## src/rtl/div_8.sv

```systemverilog
// Sequential 8-bit restoring divider with a start/busy/done handshake and held results.
// Defining DIV_8_SIGNED_EN adds the sgn input for two's-complement division.
module div_8 (
    input  logic       clk,
    input  logic       rst,
    input  logic       start,
`ifdef DIV_8_SIGNED_EN
    input  logic       sgn,
`endif
    input  logic [7:0] X,
    input  logic [7:0] Y,
    output logic       busy,
    output logic       done,
    output logic [7:0] Q,
    output logic [7:0] R,
    output logic       ZF,
    output logic       DZ,
    output logic       OF
);

    typedef enum logic [1:0] {
        S_IDLE = 2'd0,
        S_CALC = 2'd1,
        S_DONE = 2'd2,
        S_ZERO = 2'd3
    } state_t;

    state_t     state, state_nxt;
    logic [8:0] p;
    logic [7:0] d;
    logic [7:0] dvs;
    logic [2:0] count;
    logic       neg_q, neg_r, ovf;

    logic       sgn_i;
    logic       accept;
    logic [7:0] x_mag, y_mag;
    logic [8:0] p_sh;
    logic [9:0] t;
    logic       qbit;
    logic [8:0] p_n;
    logic [7:0] q_mag, q_fin, r_fin;
    logic       unused_bits;

`ifdef DIV_8_SIGNED_EN
    assign sgn_i = sgn;
`else
    assign sgn_i = 1'b0;
`endif

    assign accept = start && !busy;
    assign x_mag  = (sgn_i && X[7]) ? (~X + 8'd1) : X;
    assign y_mag  = (sgn_i && Y[7]) ? (~Y + 8'd1) : Y;

    // One trial subtraction per cycle in the ALU's X + ~Y + 1 form; carry-out means no borrow.
    assign p_sh  = {p[7:0], d[7]};
    assign t     = {1'b0, p_sh} + {1'b0, ~{1'b0, dvs}} + 10'd1;
    assign qbit  = t[9];
    assign p_n   = qbit ? t[8:0] : p_sh;
    assign q_mag = {d[6:0], qbit};
    assign q_fin = neg_q ? (~q_mag + 8'd1) : q_mag;
    assign r_fin = neg_r ? (~p_n[7:0] + 8'd1) : p_n[7:0];

    // The restored remainder is always below the divisor, so its top bit never feeds back.
    assign unused_bits = p[8];

    always_ff @(posedge clk) begin
        if (rst) begin
            state <= S_IDLE;
        end else begin
            state <= state_nxt;
        end
    end

    always_comb begin
        state_nxt = state;
        busy      = 1'b0;
        done      = 1'b0;
        case (state)
            S_CALC: begin
                busy = 1'b1;
                if (count == 3'd7) begin
                    state_nxt = S_DONE;
                end
            end
            S_IDLE, S_DONE, S_ZERO: begin
                done      = (state != S_IDLE);
                state_nxt = S_IDLE;
                if (start) begin
                    state_nxt = (Y == 8'h00) ? S_ZERO : S_CALC;
                end
            end
            default: state_nxt = S_IDLE;
        endcase
    end

    always_ff @(posedge clk) begin
        if (rst) begin
            p     <= 9'd0;
            d     <= 8'd0;
            dvs   <= 8'd0;
            count <= 3'd0;
            neg_q <= 1'b0;
            neg_r <= 1'b0;
            ovf   <= 1'b0;
            Q     <= 8'h00;
            R     <= 8'h00;
            ZF    <= 1'b0;
            DZ    <= 1'b0;
            OF    <= 1'b0;
        end else if (accept) begin
            p     <= 9'd0;
            d     <= x_mag;
            dvs   <= y_mag;
            count <= 3'd0;
            neg_q <= sgn_i && (X[7] ^ Y[7]);
            neg_r <= sgn_i && X[7];
            ovf   <= sgn_i && (X == 8'h80) && (Y == 8'hFF);
            DZ    <= 1'b0;
            OF    <= 1'b0;
            if (Y == 8'h00) begin
                Q  <= 8'hFF;
                R  <= X;
                ZF <= 1'b0;
                DZ <= 1'b1;
            end
        end else if (state == S_CALC) begin
            p     <= p_n;
            d     <= q_mag;
            count <= count + 3'd1;
            if (count == 3'd7) begin
                Q  <= q_fin;
                R  <= r_fin;
                ZF <= (q_fin == 8'h00);
                OF <= ovf;
            end
        end
    end

endmodule

```

## config.mk

```make
export PLATFORM = sky130hd
export DESIGN_NAME = div_8
export DESIGN_NICKNAME = d
export VERILOG_FILES = /design/src/rtl/div_8.sv
export SDC_FILE = /design/constraint.sdc
export NUM_CORES = 1
export LEC_CHECK = 0
export ABC_AREA = 1
export BUFFER_PORTS_ARGS = -buffer_cell sky130_fd_sc_hd__buf_4
export CAP_MARGIN = 20
export CORE_MARGIN = 3
export CORE_UTILIZATION = 45
export DETAILED_ROUTE_END_ITERATION = 8
export HOLD_SLACK_MARGIN = 0.12
export PLACE_DENSITY = 0.66
export SKIP_CTS_REPAIR_TIMING = 1
export SYNTH_ARGS = -nofsm -noshare
export SYNTH_HDL_FRONTEND = slang
export SYNTH_SLANG_ARGS = --single-unit
```

## constraint.sdc

```tcl
create_clock -name clk -period 3.98 [get_ports clk]
set_input_delay 0.199 -clock clk [delete_from_list [all_inputs] [get_ports clk]]
set_output_delay 0.199 -clock clk [all_outputs]
set_load 0.1 [all_outputs]
```

# Yosys cells after proc, flatten, opt, wreduce, memory -nomap -nowiden
# Index checks and enable logic that the tools add are counted.
dict set report classes {
  n_eq_ne 6
  n_bitwise 1
  n_reduce_logical 11
  mux 22
  addsub 3
}
# cell n
set ops {}
lappend ops {{$mux 8} 11}
lappend ops {{$logic_not 8->1} 2}
lappend ops {{$add 10x1->10 const B} 1}
lappend ops {{$add 9x9->10} 1}
lappend ops {{$not 8->9} 1}
lappend ops {{$mux 1} 7}
lappend ops {{$mux 2} 3}
lappend ops {{$reduce_bool 2->1} 3}
lappend ops {{$eq 2x2->1 const B} 2}
lappend ops {{$pmux 2 s2} 1}
lappend ops {{$add 3x1->3 const B} 1}
lappend ops {{$eq 3x3->1 const B} 1}
lappend ops {{$reduce_and 3->1} 1}
lappend ops {{$reduce_or 3->1} 1}
lappend ops {{$eq 2x1->1 const B} 1}
lappend ops {{$logic_not 2->1} 1}
lappend ops {{$ne 2x1->1 const B} 1}
lappend ops {{$ne 2x2->1 const B} 1}
lappend ops {{$reduce_or 2->1} 1}
lappend ops {{$logic_and 1x1->1} 1}
lappend ops {{$logic_not 1->1} 1}
dict set report word_totals {
  out_inout_bits 21
  inputBits 19
  ff_bits 47
}

# Depth between registers and ports, before layout
dict set report logic_depth {
  ltp_word 7
  mapped_depth 13
  mapped_depth_nobuf 13
}

# Worst setup path after synthesis
# Ideal clock, no wire load.
dict set report synth_path {
  kind {register -> register}
  start {register dvs[3]}
  end {register p[0]}
  setup_time_ns 0.113
  stages_incl_launch_ff 11
  t_required_ns 3.867
  n_path_buf 0
  t_arrival_ns 1.501
  slack_ns 2.366
  path_cell_list {dfxtp_1 -> inv_1 -> ha_1 -> nand2_1 -> nor2_2 -> nand3_4 -> nand3_4 -> nand2_1 -> and2_1 -> o21ai_1 -> inv_1}
}
dict set report synth_via {
  elab_chain_len 4
}
# element line_no
set synth_rtl {}
lappend synth_rtl {{start, declared} 31} ;# logic [7:0] dvs;
lappend synth_rtl {{start signal, assigned} 114} ;# dvs <= y_mag;
lappend synth_rtl {{$not 8->9} 57} ;# assign t = {1'b0, p_sh} + {1'b0, ~{1'b0, dvs}} + 10'd1;
lappend synth_rtl {{$add 9x9->10} 57}
lappend synth_rtl {{$add 10x1->10} 57}
lappend synth_rtl {{$mux 8} 59} ;# assign p_n = qbit ? t[8:0] : p_sh;
lappend synth_rtl {{end signal, assigned} 128} ;# p <= p_n;
lappend synth_rtl {{end, declared} 29} ;# logic [8:0] p;
# No other way between the ends.
# A chain may end at the register's enable or synchronous reset.

# Worst setup path in the final report
dict set report layout_path {
  start {register state[1]}
  end {register R[0]}
}
dict set report layout_via {
  elab_chain_len 6
  word_cells_on_any_way 9
  classes_between {eq/ne: 2; mux: 2; reduce/logical: 5}
}
# element line_no
set layout_rtl {}
lappend layout_rtl {{start, declared} 28} ;# state_t state, state_nxt;
lappend layout_rtl {{start signal, assigned} 71} ;# state <= state_nxt;
lappend layout_rtl {{$eq 2x1->1 *} {79, 127}}
lappend layout_rtl {{$mux 1} 79} ;# case (state)
lappend layout_rtl {{$logic_not 1->1} 51} ;# assign accept = start && !busy;
lappend layout_rtl {{$logic_and 1x1->1} 51}
lappend layout_rtl {{$ne 2x1->1 (no line) or $reduce_bool 2->1 (tied branches)} -}
lappend layout_rtl {{$reduce_and 3->1 (no line)} -}
lappend layout_rtl {{end signal, assigned} 133} ;# R <= r_fin;
lappend layout_rtl {{end, declared} 15} ;# output logic [7:0] R,
# Mark *: on every way between the ends. The rest lies on a longest branch, timed or not.

==> run metrics <==
Post-synth EDFFs 0; Tightest Pin Transition 571.6 ps; first-pass GRT wire length 9811 µm; clock period minus final worst setup slack 2509 ps; Root Buffer sky130_fd_sc_hd__clkbuf_8; Clk pwr share 0.283; net count of the mapped netlist 381; library cell occupying the most area in the post-synthesis netlist sky130_fd_sc_hd__dfxtp_1; mux contribution to synthesized area 0; clock latency of the later-clocked register in the worst-skew pair 300 ps; NumNets Final 412; post-detail-place hpwl 4452 µm; worst hold path type input pin to flop; fraction of registers with async set or reset after synthesis 0; placed inst area 0.002778 mm²; average cell area after synthesis 7.044 µm²; Initial Utilization 0.4750; number of buffers inserted by port buffering 38; most frequently used cell type in the post-synthesis netlist sky130_fd_sc_hd__nand2_1; depth of the CTS H-tree 2; antenna viol nets, final 0; internal power 0.7624 mW; min setup slack post-route 1471 ps; run status finished clean; via count of the first global-routing pass 2,063; core area 0.005205 mm²; Pleak 1.450 nW; most used standard cells in the synthesized netlist sky130_fd_sc_hd__nand2_1, sky130_fd_sc_hd__inv_1, sky130_fd_sc_hd__dfxtp_1, sky130_fd_sc_hd__a21oi_1, sky130_fd_sc_hd__o21ai_0; fmax 398.6 MHz; number of vias after detailed routing 2,286; count of TritonRoute iterations in the first routing pass 5; reg-to-reg setup timing slack 1470 ps; residual DRC count 0; routed len/inst 13.21 µm; row count 26; # IOs 40; violation count after the first detailed-routing iteration 190; Post-Place Cells 445; Die X-Extent 80.12 µm; xor-xnor portion of the synthesized cell area 0.01417; dominant synthesized flop cell sky130_fd_sc_hd__dfxtp_1; clock transition at the register clock pins on the worst setup and hold paths after CTS 90 ps; total CTS buffers 5; routed wire length 5986 µm; arrival time worst endpoint 2710 ps; Final setup violation count 0; number of flip-flops and latches in the synthesized netlist 47; net load switching power 0.3821 mW; cell area after synthesis 0.002472 mm²; critical path type flop to flop; share of layout cells above drive strength 1 0.1540; fraction of the mapped netlist area in compound gates 0.1705; Worst Setup Start Kind flop; combinational share of power 0.281; fin crit share 0.6304; Max-cap violations 0; layout overhead on the synthesized area 16.55%; synthesized instance count 351; worst hold slack after final layout 138.8 ps; final non-filler cell total 453; fraction of the mapped netlist area in simple logic gates 0.2454; Critical Path Sink Type flop; Die ar. 0.006419 mm²; RSZ-0062 raised after global routing false; global-route usage over all layers 0.1957; Layout fillers 520; share of total power consumed by net switching 0.3338; worst-case clock skew 7.583 ps; share of synthesized area occupied by flip-flops and latches 0.3806; GR Overflow Total 0; synth warn 0; total power 1.144 mW; power per cell area 397.2 mW/mm²; required time of the critical path 4180 ps; Sinks on Clock Net 47; via count normalized by instance count 5.046; worst supply voltage drop on vdd 0.1982 mV; Die Span Y 80.12 µm; TritonCTS clock tree done; largest family of logic cells by synthesized area simple AND/OR/NAND/NOR gates; CP max FO 26; worst relative slew slack 0.6180; Layout Utilization 0.5536; area share of the leading cell type in the synthesized netlist 0.3806; post-synthesis share of cell area spent on full adders, half adders and majority gates 0.05870; setup slack after placement 1472 ps; pin count of the biggest net entering global routing 28; finished layout cell area 0.002882 mm²; Max clock buf depth 2; share of total power in sequential cells 0.436; Synth cell types 33; biggest area contributors in the synthesized netlist sky130_fd_sc_hd__dfxtp_1, sky130_fd_sc_hd__nand2_1, sky130_fd_sc_hd__inv_1; number of diodes 0; initial antenna violation count 0; final number of hold-violating endpoints 0; number of slew-limit violations in the final report 0; gpl congestion 0.8483; Sum Neg Setup Slack 0 ps
-- power groups by stage --
| stage | clock network (mW) | logic [mW] | registers, mW |
|---|---|---|---|
| 3_3_place_gp | 0 | 0.319 | 0.510 |
| 3_5_place_dp | 0 | 0.318 | 0.510 |
| 6_report | 0.323 | 0.322 | 0.499 |
| 4_1_cts | 0.328 | 0.319 | 0.499 |
| 2_1_floorplan | 0 | 0.250 | 0.510 |
| 5_1_grt | 0.351 | 0.366 | 0.502 |
-- layout by cell type, fill, tap and decap left out --
cell and instances:
sky130_fd_sc_hd__inv_2 1, sky130_fd_sc_hd__clkbuf_8 7, sky130_fd_sc_hd__nor4_1 1, sky130_fd_sc_hd__nand3_1 18
sky130_fd_sc_hd__o21ai_0 28, sky130_fd_sc_hd__a21oi_1 38, sky130_fd_sc_hd__nand4_1 10, sky130_fd_sc_hd__dfxtp_1 47
sky130_fd_sc_hd__fa_1 1, sky130_fd_sc_hd__nand2_2 5, sky130_fd_sc_hd__and2_1 3, sky130_fd_sc_hd__nor2_4 1
sky130_fd_sc_hd__nand3_4 2, sky130_fd_sc_hd__or2_1 2, sky130_fd_sc_hd__or2_2 1, sky130_fd_sc_hd__o21ai_1 3
sky130_fd_sc_hd__conb_1 1, sky130_fd_sc_hd__nand2_1 68, sky130_fd_sc_hd__a21oi_4 1, sky130_fd_sc_hd__a31oi_1 1
sky130_fd_sc_hd__nor2_1 15, sky130_fd_sc_hd__xnor2_1 1, sky130_fd_sc_hd__nor2_2 1, sky130_fd_sc_hd__ha_1 10
sky130_fd_sc_hd__o221ai_1 4, sky130_fd_sc_hd__buf_4 39, sky130_fd_sc_hd__xor2_1 3, sky130_fd_sc_hd__inv_1 64
sky130_fd_sc_hd__nor3_1 3, sky130_fd_sc_hd__o22ai_1 3, sky130_fd_sc_hd__clkinvlp_4 1
-- registers in the layout, indices dropped and copies added, names as in the netlist --
name   flops
DZ         1
Q          8
R          8
ZF         1
count      3
d          8
dvs        8
p          8
state      2
-- area by class of cell --
cell class	count	area [µm²]	share of cell area
repair buffers	39	292.8	0.1016
multi-input cells	224	1212	0.4208
clock buffers	7	96.34	0.03343
well taps	70	87.58	0.03040
clock inverters	1	7.507	0.002605
flip-flops and latches	47	940.9	0.3265
inverters	65	244.0	0.08467
-- layer usage --
layer  up-vias  part of all wire  track usage
li1       1187                 -            -
met1      1009              0.50       0.2832
met2        83              0.43       0.2980
met3         7             0.056      0.03027
met4         0             0.011      0.05912
met5         -                 0            0
-- worst paths after layout --
| path | from | to | depth (start not counted) |
|---|---|---|---|
| max | state[1] | R[0] | 9 |
| min | rst | R[4] | 2 |
| max reg2reg | state[1] | R[0] | 9 |
| min reg2reg | dvs[5] | dvs[5] | 2 |
-- worst max-delay path, stage by stage (launching register included) --
cell,delay [ps]
sky130_fd_sc_hd__dfxtp_1,340
sky130_fd_sc_hd__inv_1,60
sky130_fd_sc_hd__nand2_2,360
sky130_fd_sc_hd__nand2_2,390
sky130_fd_sc_hd__nor3_1,230
sky130_fd_sc_hd__nand2_1,100
sky130_fd_sc_hd__nand2_1,440
sky130_fd_sc_hd__inv_1,230
sky130_fd_sc_hd__a21oi_1,160
sky130_fd_sc_hd__a21oi_1,80
-- logic make-up (layout without fill, tap and decap cells) --
group,Yosys count,in the layout
compound gates,78,78
xor+xnor,4,4
fa+ha+maj,11,11
buf+inv,80,112
flops,47,47
other cells,1,1
simple gates,130,130
Power figures use the tool's default switching activity.
